## config.mk

```make
export PLATFORM = sky130hd
export DESIGN_NAME = led_blink_driver
export DESIGN_NICKNAME = d
export VERILOG_FILES = /design/src/rtl/led_pkg.sv /design/src/rtl/led_tick_prescaler.sv /design/src/rtl/led_blink_driver.sv
export SDC_FILE = /design/constraint.sdc
export NUM_CORES = 1
export LEC_CHECK = 0
export ABC_AREA = 1
export CAP_MARGIN = 20
export CORE_MARGIN = 2
export CORE_UTILIZATION = 31
export CTS_CLUSTER_DIAMETER = 30
export DETAILED_ROUTE_END_ITERATION = 7
export PLACE_DENSITY = 0.61
export SYNTH_ARGS = -nofsm -noshare
export SYNTH_HDL_FRONTEND = slang
export SYNTH_SLANG_ARGS = --single-unit
```

## constraint.sdc

```tcl
create_clock -name sysclk -period 1.93 [get_ports sysclk]
set_input_delay 0.579 -clock sysclk [delete_from_list [all_inputs] [get_ports sysclk]]
set_output_delay 0.579 -clock sysclk [all_outputs]
set_load 0.01 [all_outputs]
```

## src/rtl/led_pkg.sv

```systemverilog
// Shared definitions for the LED blink driver: state encoding, default timing
// constant and field widths.
package led_pkg;

  typedef enum logic [1:0] {
    ST_IDLE = 2'd0,
    ST_ON   = 2'd1,
    ST_OFF  = 2'd2,
    ST_DONE = 2'd3
  } led_state_e;

  localparam logic [31:0] DEFAULT_TICK_DIV = 32'd50000;
  localparam int          DEFAULT_COUNT_W  = 8;
  localparam int          DEFAULT_TIME_W   = 16;
  localparam int          DEFAULT_PWM_W    = 4;

endpackage

```

## src/rtl/led_tick_prescaler.sv

```systemverilog
// Divides sysclk into a one-cycle tick every TICK_DIV cycles; clear restarts
// the count at 0. Shared with the debounce and other slow timers.
module led_tick_prescaler
  import led_pkg::*;
#(
  parameter logic [31:0] TICK_DIV = DEFAULT_TICK_DIV
) (
  input  logic sysclk,
  input  logic rst_n,
  input  logic clear,
  output logic tick
);

  logic [31:0] cnt_q;

  // The tick is the wrap cycle, so a full period is exactly TICK_DIV cycles.
  assign tick = (cnt_q == TICK_DIV - 32'd1);

  // NOTE: sequential state uses non-blocking assignments so every flop samples pre-edge values.
  always_ff @(posedge sysclk or negedge rst_n) begin
    if (!rst_n) begin
      cnt_q <= '0;
    end else if (clear || tick) begin
      cnt_q <= '0;
    end else begin
      cnt_q <= cnt_q + 32'd1;
    end
  end

endmodule

```

## src/rtl/led_blink_driver.sv

```systemverilog
// Plays a commanded blink pattern (count, on ticks, off ticks) on led_o and
// pulses done_o at the end. Define LED_BLINK_PWM_EN for duty-controlled ON brightness.
module led_blink_driver
  import led_pkg::*;
#(
  parameter logic [31:0] TICK_DIV = DEFAULT_TICK_DIV,
  parameter int          COUNT_W  = DEFAULT_COUNT_W,
  parameter int          TIME_W   = DEFAULT_TIME_W
`ifdef LED_BLINK_PWM_EN
  ,
  parameter int          PWM_W    = DEFAULT_PWM_W
`endif
) (
  input  logic               sysclk,
  input  logic               rst_n,
  input  logic               cmd_valid_i,
  output logic               cmd_ready_o,
  input  logic [COUNT_W-1:0] cmd_count_i,
  input  logic [TIME_W-1:0]  cmd_on_i,
  input  logic [TIME_W-1:0]  cmd_off_i,
`ifdef LED_BLINK_PWM_EN
  input  logic [PWM_W-1:0]   duty_i,
`endif
  input  logic               abort_i,
  output logic               led_o,
  output logic               busy_o,
  output logic               done_o
);

  led_state_e         state_q, state_d;
  logic [COUNT_W-1:0] rem_q, rem_d;
  logic [TIME_W-1:0]  on_q, on_d;
  logic [TIME_W-1:0]  off_q, off_d;
  logic [TIME_W-1:0]  phase_q, phase_d;
  logic               led_q, led_d;
  logic               tick;

`ifdef LED_BLINK_PWM_EN
  logic [PWM_W-1:0]   pwm_q, pwm_d;
  logic [PWM_W-1:0]   duty_q, duty_d;
`endif

  // A zero duration would never expire; it plays as a single tick instead.
  function automatic logic [TIME_W-1:0] at_least_one(input logic [TIME_W-1:0] v);
    return (v == '0) ? TIME_W'(1) : v;
  endfunction

  led_tick_prescaler #(
    .TICK_DIV (TICK_DIV)
  ) u_prescaler (
    .sysclk (sysclk),
    .rst_n  (rst_n),
    .clear  (state_q == ST_IDLE),
    .tick   (tick)
  );

  // NOTE: defaults first so every path assigns every output; no latches.
  always_comb begin
    state_d = state_q;
    rem_d   = rem_q;
    on_d    = on_q;
    off_d   = off_q;
    phase_d = phase_q;

    unique case (state_q)
      ST_IDLE: begin
        phase_d = '0;
        if (cmd_valid_i) begin
          rem_d   = cmd_count_i;
          on_d    = at_least_one(cmd_on_i);
          off_d   = at_least_one(cmd_off_i);
          state_d = (cmd_count_i == '0) ? ST_DONE : ST_ON;
        end
      end
      ST_ON: begin
        if (abort_i) begin
          state_d = ST_IDLE;
        end else if (tick) begin
          if (phase_q == on_q - TIME_W'(1)) begin
            phase_d = '0;
            state_d = ST_OFF;
          end else begin
            phase_d = phase_q + TIME_W'(1);
          end
        end
      end
      ST_OFF: begin
        if (abort_i) begin
          state_d = ST_IDLE;
        end else if (tick) begin
          if (phase_q == off_q - TIME_W'(1)) begin
            phase_d = '0;
            rem_d   = rem_q - COUNT_W'(1);
            state_d = (rem_q == COUNT_W'(1)) ? ST_DONE : ST_ON;
          end else begin
            phase_d = phase_q + TIME_W'(1);
          end
        end
      end
      ST_DONE: begin
        state_d = ST_IDLE;
      end
      default: begin
        state_d = ST_IDLE;
      end
    endcase
  end

`ifdef LED_BLINK_PWM_EN
  // led_o is registered, so compare against the values the counter and duty
  // will hold in the cycle the LED is shown.
  always_comb begin
    pwm_d  = pwm_q + PWM_W'(1);
    duty_d = (state_q == ST_IDLE && cmd_valid_i) ? duty_i : duty_q;
    led_d  = (state_d == ST_ON) && (pwm_d < duty_d);
  end

  always_ff @(posedge sysclk or negedge rst_n) begin
    if (!rst_n) begin
      pwm_q  <= '0;
      duty_q <= '0;
    end else begin
      pwm_q  <= pwm_d;
      duty_q <= duty_d;
    end
  end
`else
  assign led_d = (state_d == ST_ON);
`endif

  always_ff @(posedge sysclk or negedge rst_n) begin
    if (!rst_n) begin
      state_q <= ST_IDLE;
      rem_q   <= '0;
      on_q    <= '0;
      off_q   <= '0;
      phase_q <= '0;
      led_q   <= 1'b0;
    end else begin
      state_q <= state_d;
      rem_q   <= rem_d;
      on_q    <= on_d;
      off_q   <= off_d;
      phase_q <= phase_d;
      led_q   <= led_d;
    end
  end

  assign led_o       = led_q;
  assign cmd_ready_o = (state_q == ST_IDLE);
  assign busy_o      = (state_q != ST_IDLE);
  assign done_o      = (state_q == ST_DONE);

endmodule

```

# Word-level counts from Yosys, hierarchy flattened
# Cells that the tools add are included.
# Widths: inputs -> output; s select.
# totals
input_bits	44
reg_bits	91
out_inout_bits	4
# classes
reduce_logical	11
n_eq_ne	14
muxes	25
addsub	5
# ops
operator	count
$mux 16	8
$pmux 16 s3	1
$add 32x1->32 const B	1
$eq 16x16->1	2
$eq 32x16->1 const B	1
$logic_not 16->1	2
$mux 32	1
$mux 8	4
$sub 16x1->16 const B	2
$mux 2	9
$add 16x1->16 const B	1
$pmux 8 s2	1
$reduce_and 5->1	2
$eq 8x1->1 const B	1
$logic_not 8->1	1
$ne 2x2->1 const B	4
$pmux 2 s4	1
$sub 8x1->8 const B	1
$eq 2x1->1 const B	2
$eq 2x2->1 const B	2
$ne 2x1->1 const B	2
$reduce_bool 2->1	2
$reduce_bool 3->1	1
$logic_not 2->1	1
other kinds (2)	2

# Logic depth before layout (Yosys ltp)
# Gate-level depths: netlist of run 1.
# logic_depth
ltp_word	7
ltp_mapped	18
mapped_depth_nobuf	18

# Hierarchy
# A second synthesis of run 1 with hierarchy kept.
# hier_totals
cells_unflattened	949
area_unflattened_um2	6363.6
# by_module_without_submodules
module	cells_each	area_each_um2	n_inst
led_blink_driver	632	4302.9	1
led_tick_prescaler	317	2060.7	1

# Worst setup path after synthesis of run 1
# OpenSTA, ideal clock, no wires.
# synth_timing
path_type	register to register
start	reg on_q[0]
end	reg phase_q[9]
setup_ns	0.120
t_arrival_ns	1.911
stages_incl_launch_ff	18
synth_period_minus_slack_ns	2.031
path_buffers	1
required_ns	1.810
setup_slack_ns	-0.101
path_cell_list	dfrtp_1 > inv_1 > ha_1 > nand2_1 > inv_1 > nor2_1 > nand2_1 > nor2_1 > nand3_1 > nor2_1 > nand2_1 > nor2_1 > nand3_1 > nand2_1 > a21boi_2 > nor2_2 > buf_4 > nor2_1
# synth_via
elab_chain_cells	6
# synth_lines
element	line_no	rtl
start, declared	led_blink_driver.sv:32	logic [TIME_W-1:0] on_q, on_d;
start signal, assigned	led_blink_driver.sv:142	on_q <= on_d;
$sub 16x1->16	led_blink_driver.sv:79	if (phase_q == on_q - TIME_W'(1)) begin
$eq 16x16->1	led_blink_driver.sv:79	
$mux 16	led_blink_driver.sv:79	
$mux 16	led_blink_driver.sv:78	end else if (tick) begin
$mux 16	led_blink_driver.sv:76	if (abort_i) begin
$pmux 16 s3	led_blink_driver.sv:65	unique case (state_q)
end signal, assigned	led_blink_driver.sv:144	phase_q <= phase_d;
end, declared	led_blink_driver.sv:34	logic [TIME_W-1:0] phase_q, phase_d;
# Every way passes these cells. The select of a mux whose other input is x is not followed.
# A chain may end at the register's enable or synchronous reset.

# Final worst setup path of run 1
# layout_timing
start	reg on_q[1]
end	reg phase_q[15]
# Same word-level chain as after synthesis.

==> reports/qor.tcl, run 1 <==
set qor(total_instance_count_after_detailed_placement) 1269
set qor(leakage_nw) 4.12
set qor(hold_violations_final) 0
set qor(tritoncts) {yes}
set qor(power_report.internal_total_mw) 5.97
set qor(initial_core_utilization) 0.314
set qor(detail_route.first_pass.iterations) 5
set qor(rsz0062_at_grt) {yes}
set qor(dp_worst_setup_slack_ns) -0.307
set qor(cts.sink_count) 91
set qor(syn_to_final_growth_pct) 50.2
set qor(total_switching_power_mw) 4.10
set qor(portBuffers) 47
set qor(critical_path_required_ns) 2.17
set qor(synth_fp_nets) 887
set qor(max-vdd-ir-drop_uv) 504
set qor(synth_compound_gate_area_share) 0.0820
set qor(hpwl_detailed_um) 12800
set qor(viasPerCell) 4.68
set qor(post_synth_num_cell_types) 47
set qor(synthesized_area_fraction_occupied_by_adder_cells) 0.0207
set qor(synth_seq_area_share) 0.377
set qor(antenna-diode-count) 0
set qor(layout-drive-gt1-share) 0.334
set qor(ys.warnings.count) 0
set qor(cts_hold_repair.buffers) 0
set qor(critical-path-top-delay-family) {simple AND/OR/NAND/NOR gates}
set qor(clock_insertion_delay_worst_skew_ns) 0.36
set qor(fp.dieArea_um2) 20600
set qor(critPathSlowestCell) {sky130_fd_sc_hd__dfrtp_1}
set qor(grtUsageTotal) 0.173
set qor(post_synth_inst_count) 833
set qor(route.antenna.remaining_nets) 0
set qor(wire_length_of_the_first_global_routing_pass_um) 28600
set qor(core_um2) 19300
set qor(part_of_the_total_power_dissipated_in_the_clock_network) 0.179
set qor(p_sw_frac) 0.407
set qor(synth.avg_cell_area_um2) 7.25
set qor(min_period_over_period) 1.15
set qor(crit_path_frequent_cell) {sky130_fd_sc_hd__nand2_1}
set qor(placed_area_um2) 7900
set qor(synth-async-reset-ratio) 1.00
set qor(violations) {negative setup slack}
set qor(die_h_um) 144
set qor(grt_start_max_net_pins) 38
set qor(maxCapViolCount) 0
set qor(drv_slew) 0
set qor(synth.mux.area_fraction) 0.0242
set qor(finalNonFillerCells) 1316
set qor(grt-ovfl-total) 0
set qor(worstSetupStartpointType) {flip-flop}
set qor(final.hold.worst_slack_ns) 0.138
set qor(dominantRegCellSynth) {sky130_fd_sc_hd__dfrtp_1}
set qor(cts_max_level) 3
set qor(cp-end-kind) {flip-flop}
set qor(mappedNetlistArea_um2) 6040
set qor(detail_route.drc_violations) 0
set qor(slew-limit-headroom) 0.686
set qor(finalWirelength_um) 17700
set qor(cts_made_buffers) 9
set qor(synth-xor-area-share) 0.0545
set qor(clock_tree_root_driver_cell) {sky130_fd_sc_hd__clkbuf_16}
set qor(worstMarginPinSlew_ns) 0.467
set qor(crit_path_setup_slack_layout_ns) -0.284
set qor(dieWidth_um) 144
set qor(worstSetupPathType) {reg2reg}
set qor(cts_buffer_depth) 2
set qor(timing.final.setup_violations) 34
set qor(cp_cell_sequence) {buf_4, nor2_4, buf_4, nand2_1, inv_1, nand3_1, nand2_1, nand2_1, nor2_1, nand2_1, nor2_4, nand3_2, nand2_4, a21boi_4, nor2_4, clkbuf_16, nor2_1}
set qor(p_per_area_nw_per_um2) 1110
set qor(layout_net_count) 1100
set qor(avgRoutedWirePerCell_um) 13.4
set qor(std_cell_rows) 51
set qor(cp_max_fo) 5
set qor(synth_top_family_by_area) {simple AND/OR/NAND/NOR gates}
set qor(final_cell_area_um2) 9070
set qor(layout_min_cycle_time_ns) 2.21
set qor(global_placement_routability_congestion) 0.876
set qor(holdCritPathClass) {in2async}
set qor(clock_skew_ns) 0.0110
set qor(total_number_of_vias) 6161
set qor(power.combinational.fraction) 0.527
set qor(via_count_of_the_first_global_routing_pass) 6118
set qor(max_freq_ghz) 0.452
set qor(synth_edf_count) 0
set qor(crit_buf_inv) 4
set qor(count_of_pins_on_the_block_boundary) 48
set qor(worst-endpoint-arrival_ns) 2.46
set qor(drt_iter0_drc) 340
set qor(regToRegSetupSlack_ns) -0.28
set qor(grt_antenna_before_repair) 0
set qor(synth.ff_latch_count) 91
set qor(cp_slowest_stage_delay_ns) 0.39
set qor(synth-simple-area-share) 0.367
set qor(outcome) {complete, but fails checks}
set qor(clk_pin_slew_ns) 0.07
set qor(p_seq_frac) 0.294
[registers in the layout, summed over array words and instances, names as in the netlist]
name / count
led_o: 1
state_q: 2
on_q: 16
off_q: 16
rem_q: 8
u_prescaler.cnt_q: 32
phase_q: 16
[power by group through the flow]
stage	sequential [mW]	combinational, mW	clock, mW
after floorplan	2.86	2.68	0
after global placement	2.91	4.32	0
after detailed placement	2.91	4.39	0
after CTS	2.93	4.84	1.84
after global routing	3.03	5.88	1.92
final	2.96	5.31	1.81
[cells by family (layout without fill, tap and decap cells)]
group / after synthesis / in the layout
flops: 91 / 91
fa+ha+maj: 10 / 10
buf+inv: 113 / 331
compound gates: 86 / 86
xor+xnor: 36 / 36
mux: 13 / 13
simple gates: 484 / 484
[worst paths after layout]
| path | start | end | depth (start not counted) |
|---|---|---|---|
| max | on_q[1]$_DFFE_PN0P_ | phase_q[15]$_DFFE_PN0P_ | 17 |
| min | rst_n | on_q[2]$_DFFE_PN0P_ | 1 |
| max reg2reg | on_q[1]$_DFFE_PN0P_ | phase_q[15]$_DFFE_PN0P_ | 17 |
| min reg2reg | on_q[8]$_DFFE_PN0P_ | on_q[8]$_DFFE_PN0P_ | 2 |
| max in group asynchronous | rst_n | u_prescaler.cnt_q[22]$_DFF_PN0_ | 2 |
| min in group sysclk | on_q[8]$_DFFE_PN0P_ | on_q[8]$_DFFE_PN0P_ | 2 |
[stage by stage]
step	power (mW)	util	setup TNS [ns]
after detailed placement	7.30	0.410	-6.75
after CTS	9.61	0.445	-4.50
after floorplan	5.54	-	-0.107
after global routing	10.8	0.471	-11.44
after global placement	7.24	0.410	-5.92
final	10.1	0.471	-5.99
[area by class of cell]
class | instances | area, um2
multi-input cells | 629 | 3870
clock inverters | 6 | 65.1
well taps | 265 | 332
inverters | 96 | 380
fillers | 1902 | 10200
clock buffers | 10 | 229
repair inverters | 1 | 8.76
flip-flops and latches | 91 | 2280
repair buffers | 218 | 1910
[cell usage in the layout, fill, tap and decap left out, drive strengths merged, types with 2 or more instances in the layout]
master / count
a211oi: 2
a21boi: 2
a21oi: 31
a22oi: 2
a31oi: 6
buf: 172
clkbuf: 11
clkdlybuf4s50: 43
clkinv: 5
dfrtp: 91
ha: 10
inv: 96
mux2: 13
nand2: 208
nand3: 58
nand3b: 7
nand4: 20
nor2: 143
nor3: 26
nor4: 20
o211ai: 2
o21a: 2
o21ai: 33
o21bai: 4
xnor2: 12
xor2: 23
[Yosys cell counts (4+ instances only)]
cell                       number  area, um2
sky130_fd_sc_hd__xor2_1        23        201
sky130_fd_sc_hd__nor4_1        18        113
sky130_fd_sc_hd__nor3_1        22        110
sky130_fd_sc_hd__a31oi_1        5       31.3
sky130_fd_sc_hd__nor2_2        15       93.8
sky130_fd_sc_hd__nor3_2         4       40.0
sky130_fd_sc_hd__a21oi_1       29        145
sky130_fd_sc_hd__inv_1         89        334
sky130_fd_sc_hd__nor2_4         5       56.3
sky130_fd_sc_hd__o21ai_0       30        150
sky130_fd_sc_hd__ha_1          10        125
sky130_fd_sc_hd__o21bai_1       4       30.0
sky130_fd_sc_hd__nor2_1       123        462
sky130_fd_sc_hd__nand4_1       18        113
sky130_fd_sc_hd__nand2_2        5       31.3
sky130_fd_sc_hd__nand2_1      201        754
sky130_fd_sc_hd__xnor2_1       12        105
sky130_fd_sc_hd__clkbuf_1      10       37.5
sky130_fd_sc_hd__nand3b_1       7       52.6
sky130_fd_sc_hd__inv_2          6       22.5
sky130_fd_sc_hd__dfrtp_1       91       2280
sky130_fd_sc_hd__mux2_2        13        146
sky130_fd_sc_hd__nand3_1       57        285
[per-layer routing]
| layer | routed length [um] | share of wire | up-vias | track usage |
|---|---|---|---|---|
| met1 | 7860 | 0.44 | 2909 | 0.213 |
| met5 | 0 | 0 | - | 0 |
| met3 | 573 | 0.032 | 16 | 0.0337 |
| met4 | 259 | 0.015 | 0 | 0.0470 |
| li1 | - | - | 3147 | - |
| met2 | 8990 | 0.51 | 89 | 0.309 |
[repair_timing]
| action | CTS | global route |
|---|---|---|
| resized for setup | 82 | 109 |
| endpoints found under the setup margin | 43 | 52 |
| gates cloned | 1 | 2 |
| setup buffers | 17 | 15 |
| pin swaps | 31 | 37 |
No activity file was read; power rests on OpenSTA's default activity.
==> run 2, diff against run 1 <==
--- a/config.mk
+++ b/config.mk
@@ -7,11 +7,13 @@
 export LEC_CHECK = 0
 export ABC_AREA = 1
 export CAP_MARGIN = 20
+export CELL_PAD_IN_SITES_DETAIL_PLACEMENT = 1
+export CELL_PAD_IN_SITES_GLOBAL_PLACEMENT = 1
 export CORE_MARGIN = 2
 export CORE_UTILIZATION = 31
 export CTS_CLUSTER_DIAMETER = 30
 export DETAILED_ROUTE_END_ITERATION = 7
-export PLACE_DENSITY = 0.61
+export PLACE_DENSITY = 0.74
 export SYNTH_ARGS = -nofsm -noshare
 export SYNTH_HDL_FRONTEND = slang
 export SYNTH_SLANG_ARGS = --single-unit
==> run 2 against run 1 <==
Compared with the run above:
- the flow still finishes with violations (negative setup slack)
- maximum frequency down 6.6%
- combinational power up 4.7%
- clock skew down 0.0050 ns
- hold slack worse by 0.077 ns
- global-route usage up 3.9 points
- via count up 7.7%
- sequential share of layout area down 0.63 points
- setup slack worse by 0.16 ns
- final area up 2.6%
- highest routed layer unchanged
==> reports/qor.tcl, run 2 (same netlist as run 1, synthesis figures left out) <==
set qor(tritoncts) {yes}
set qor(holdCritPathClass) {in2async}
set qor(crit-reg2reg-capture) {u_prescaler.cnt_q[20]$_DFF_PN0_}
set qor(largest-register) {u_prescaler.cnt_q}
set qor(route.antenna.remaining_nets) 0 ;# unchanged
set qor(cts_hold_repair.buffers) 0 ;# unchanged
set qor(max-vdd-ir-drop_uv) 529 ;# +5.1%
set qor(detail_route.first_pass.iterations) 4 ;# -1
set qor(clock_insertion_delay_worst_skew_ns) 0.36 ;# about the same
set qor(via_count_of_the_first_global_routing_pass) 6990 ;# +14%
set qor(cp-end-kind) {flip-flop}
set qor(detail_route.drc_violations) 0 ;# unchanged
set qor(p_sw_frac) 0.427 ;# +0.0194
set qor(grtUsageTotal) 0.213 ;# +0.0393
set qor(grt_antenna_before_repair) 0 ;# unchanged
set qor(clk_pin_slew_ns) 0.07 ;# about the same
set qor(slew-limit-headroom) 0.697 ;# +0.0111
set qor(p_seq_frac) 0.288 ;# -0.006
set qor(antenna-diode-count) 0 ;# unchanged
set qor(p_per_area_nw_per_um2) 1120 ;# +1.1%
set qor(avgRoutedWirePerCell_um) 17.6 ;# +31%
set qor(cts_max_level) 3 ;# unchanged
set qor(final.hold.worst_slack_ns) 0.0603 ;# -0.0774 ns
set qor(drv_slew) 0 ;# unchanged
set qor(most-common-layout-cells) {sky130_fd_sc_hd__nand2_1 (181), sky130_fd_sc_hd__buf_4 (174), sky130_fd_sc_hd__nor2_1 (91), sky130_fd_sc_hd__dfrtp_1 (87), sky130_fd_sc_hd__inv_1 (77)}
set qor(worstMarginPinSlew_ns) 0.450 ;# -0.0166 ns
set qor(crit-reg2reg-launch) {u_prescaler.cnt_q[0]$_DFF_PN0_}
set qor(clock_tree_root_driver_cell) {sky130_fd_sc_hd__clkbuf_16}
set qor(hpwl_detailed_um) 15400 ;# +20%
set qor(crit_path_setup_slack_layout_ns) -0.441 ;# -0.157 ns
set qor(hold_violations_final) 0 ;# unchanged
set qor(layout_net_count) 1124 ;# +2.2%
set qor(endpoint) {u_prescaler.cnt_q[20]$_DFF_PN0_}
set qor(core_um2) 19300 ;# unchanged
set qor(std_cell_rows) 51 ;# unchanged
set qor(layout-drive-gt1-share) 0.357 ;# +0.0232
set qor(worst_r2r_path_depth) 13 ;# -4
set qor(critPathSlowestCell) {sky130_fd_sc_hd__nor4_4}
set qor(design_power_total_mw) 10.4 ;# +3.7%
set qor(timing.setup.tns_ns) -11.87 ;# -5.89 ns
set qor(total_number_of_vias) 6635 ;# +7.7%
set qor(grt-ovfl-total) 0 ;# unchanged
set qor(final.fill_count) 2369 ;# +25%
set qor(global_placement_routability_congestion) 0.844 ;# -3.6%
set qor(clock_skew_ns) 0.00594 ;# -0.00504 ns
set qor(layout_min_cycle_time_ns) 2.37 ;# +0.157 ns
set qor(cts_made_buffers) 9 ;# unchanged
set qor(rsz0062_at_grt) {yes}
set qor(power_report.internal_total_mw) 5.99 ;# +0.28%
set qor(initial_core_utilization) 0.314 ;# unchanged
set qor(dieWidth_um) 144 ;# unchanged
set qor(critical_path_required_ns) 2.21 ;# +0.04 ns
set qor(cp_max_fo) 3 ;# -2
set qor(cp_cell_sequence) {ha_2, nand2_2, nor2_4, nand2_2, inv_2, nand3_4, nor2_4, nand3_4, nor2_4, nand3_4, nor4_4, a21oi_1, nor3_1}
set qor(part_of_the_total_power_dissipated_in_the_clock_network) 0.180 ;# about the same
set qor(fp.dieArea_um2) 20600 ;# unchanged
set qor(worstSetupStartpointType) {flip-flop}
set qor(cp_slowest_stage_delay_ns) 0.38 ;# about the same
set qor(cts.sink_count) 91 ;# unchanged
set qor(cts_buffer_depth) 2 ;# unchanged
set qor(leakage_nw) 4.32 ;# +4.9%
set qor(layout_commonest_cell) {sky130_fd_sc_hd__nand2_1}
set qor(wire_length_of_the_first_global_routing_pass_um) 34700 ;# +21%
set qor(worst-endpoint-arrival_ns) 2.65 ;# +0.19 ns
set qor(die_h_um) 144 ;# unchanged
set qor(portBuffers) 47 ;# unchanged
set qor(flip_flop_count_of_the_largest_register_all_copies_and_words_added) 32 ;# unchanged
set qor(maxCapViolCount) 0 ;# unchanged
set qor(fin_util) 0.483 ;# +0.0121
set qor(syn_to_final_growth_pct) 54.1
set qor(count_of_pins_on_the_block_boundary) 48 ;# unchanged
set qor(outcome) {complete, but fails checks}
set qor(path_depth) 13 ;# -4
set qor(power.combinational.fraction) 0.532 ;# +0.005
set qor(critical-path-top-delay-family) {simple AND/OR/NAND/NOR gates}
set qor(drt_iter0_drc) 288 ;# -15%
set qor(crit_buf_inv) 1 ;# -3
set qor(regToRegSetupSlack_ns) -0.44 ;# -0.16 ns
set qor(timing.final.setup_violations) 47 ;# +38%
set qor(violations) {negative setup slack}
set qor(finalWirelength_um) 23600 ;# +33%
set qor(total_switching_power_mw) 4.46 ;# +8.6%
set qor(viasPerCell) 4.95 ;# +5.8%
set qor(worstSetupPathType) {reg2reg}
set qor(min_period_over_period) 1.23 ;# +0.0814
set qor(grt_start_max_net_pins) 55 ;# +45%
set qor(crit_start) {u_prescaler.cnt_q[0]$_DFF_PN0_}
set qor(max_freq_ghz) 0.422 ;# -6.6%
[run 2: changes by cell type in the layout (fill, tap and decap cells not counted), moves of 3 or more]
cell / before / now
sky130_fd_sc_hd__buf_4: 143 / 174
sky130_fd_sc_hd__nor3_2: 8 / 4
sky130_fd_sc_hd__buf_6: 23 / 19
sky130_fd_sc_hd__nand3_4: 4 / 8
sky130_fd_sc_hd__nor3_4: 1 / 5
sky130_fd_sc_hd__nand2_1: 184 / 181
[run 2: worst min-delay path by stage]
stage,from,slack [ns],to,cells past startpoint
6_report,rst_n,0.06,on_q[1]$_DFFE_PN0P_,1
5_1_grt,rst_n,0.06,on_q[1]$_DFFE_PN0P_,1
3_3_place_gp,rst_n,0.44,on_q[1]$_DFFE_PN0P_,1
3_5_place_dp,rst_n,0.45,on_q[1]$_DFFE_PN0P_,1
4_1_cts,rst_n,0.06,on_q[1]$_DFFE_PN0P_,1
2_1_floorplan,rst_n,0.28,led_o$_DFF_PN0_,0
[run 2: layer usage]
| layer | up-vias | track usage | routed length (um) |
|---|---|---|---|
| met5 | - | 0 | 0 |
| met4 | 0 | 0.0630 | 510 |
| met3 | 36 | 0.0340 | 679 |
| met2 | 112 | 0.387 | 12800 |
| met1 | 3306 | 0.258 | 9620 |
| li1 | 3181 | - | - |
[run 2: power by group through the flow]
stage	Combinational [mW]	Clock [mW]	Sequential, mW
finish	5.56	1.88	3.01
global placement	4.39	0	2.92
CTS	5.08	1.92	2.97
floorplan	2.68	0	2.86
detailed placement	4.58	0	2.94
global route	6.12	1.99	3.09
[run 2: area by class of cell]
class | instances | area, um2 | area share
clock buffers | 10 | 239 | 0.0257
clock inverters | 6 | 65.1 | 0.00699
inverters | 96 | 383 | 0.0411
multi-input cells | 629 | 3970 | 0.426
flip-flops and latches | 91 | 2280 | 0.245
well taps | 265 | 332 | 0.0356
repair buffers | 242 | 2030 | 0.218
repair inverters | 1 | 8.76 | 0.000941
[run 2: worst register-to-register path, cell delays in order, from the launching register on]
cell	delay (ns)
sky130_fd_sc_hd__dfrtp_1	0.37
sky130_fd_sc_hd__ha_2	0.20
sky130_fd_sc_hd__nand2_2	0.08
sky130_fd_sc_hd__nor2_4	0.17
sky130_fd_sc_hd__nand2_2	0.06
sky130_fd_sc_hd__inv_2	0.07
sky130_fd_sc_hd__nand3_4	0.08
sky130_fd_sc_hd__nor2_4	0.18
sky130_fd_sc_hd__nand3_4	0.12
sky130_fd_sc_hd__nor2_4	0.15
sky130_fd_sc_hd__nand3_4	0.12
sky130_fd_sc_hd__nor4_4	0.38
sky130_fd_sc_hd__a21oi_1	0.12
sky130_fd_sc_hd__nor3_1	0.19
[run 2: through the flow]
| stage | setup slack, ns | instance area [um2] | std cells |
|---|---|---|---|
| floorplan | -0.0131 | 6070 | 833 |
| global placement | -0.289 | 7900 | 1274 |
| detailed placement | -0.369 | 7900 | 1274 |
| CTS | -0.260 | 8800 | 1320 |
| global route | -0.594 | 9310 | 1340 |
| finish | -0.441 | 9310 | 1340 |
[run 2: repair_timing]
item,CTS,global route
pin swaps,35,65
endpoints found under the setup margin,46,61
gates resized for setup,111,100
gates cloned,1,1
buffers inserted,30,24
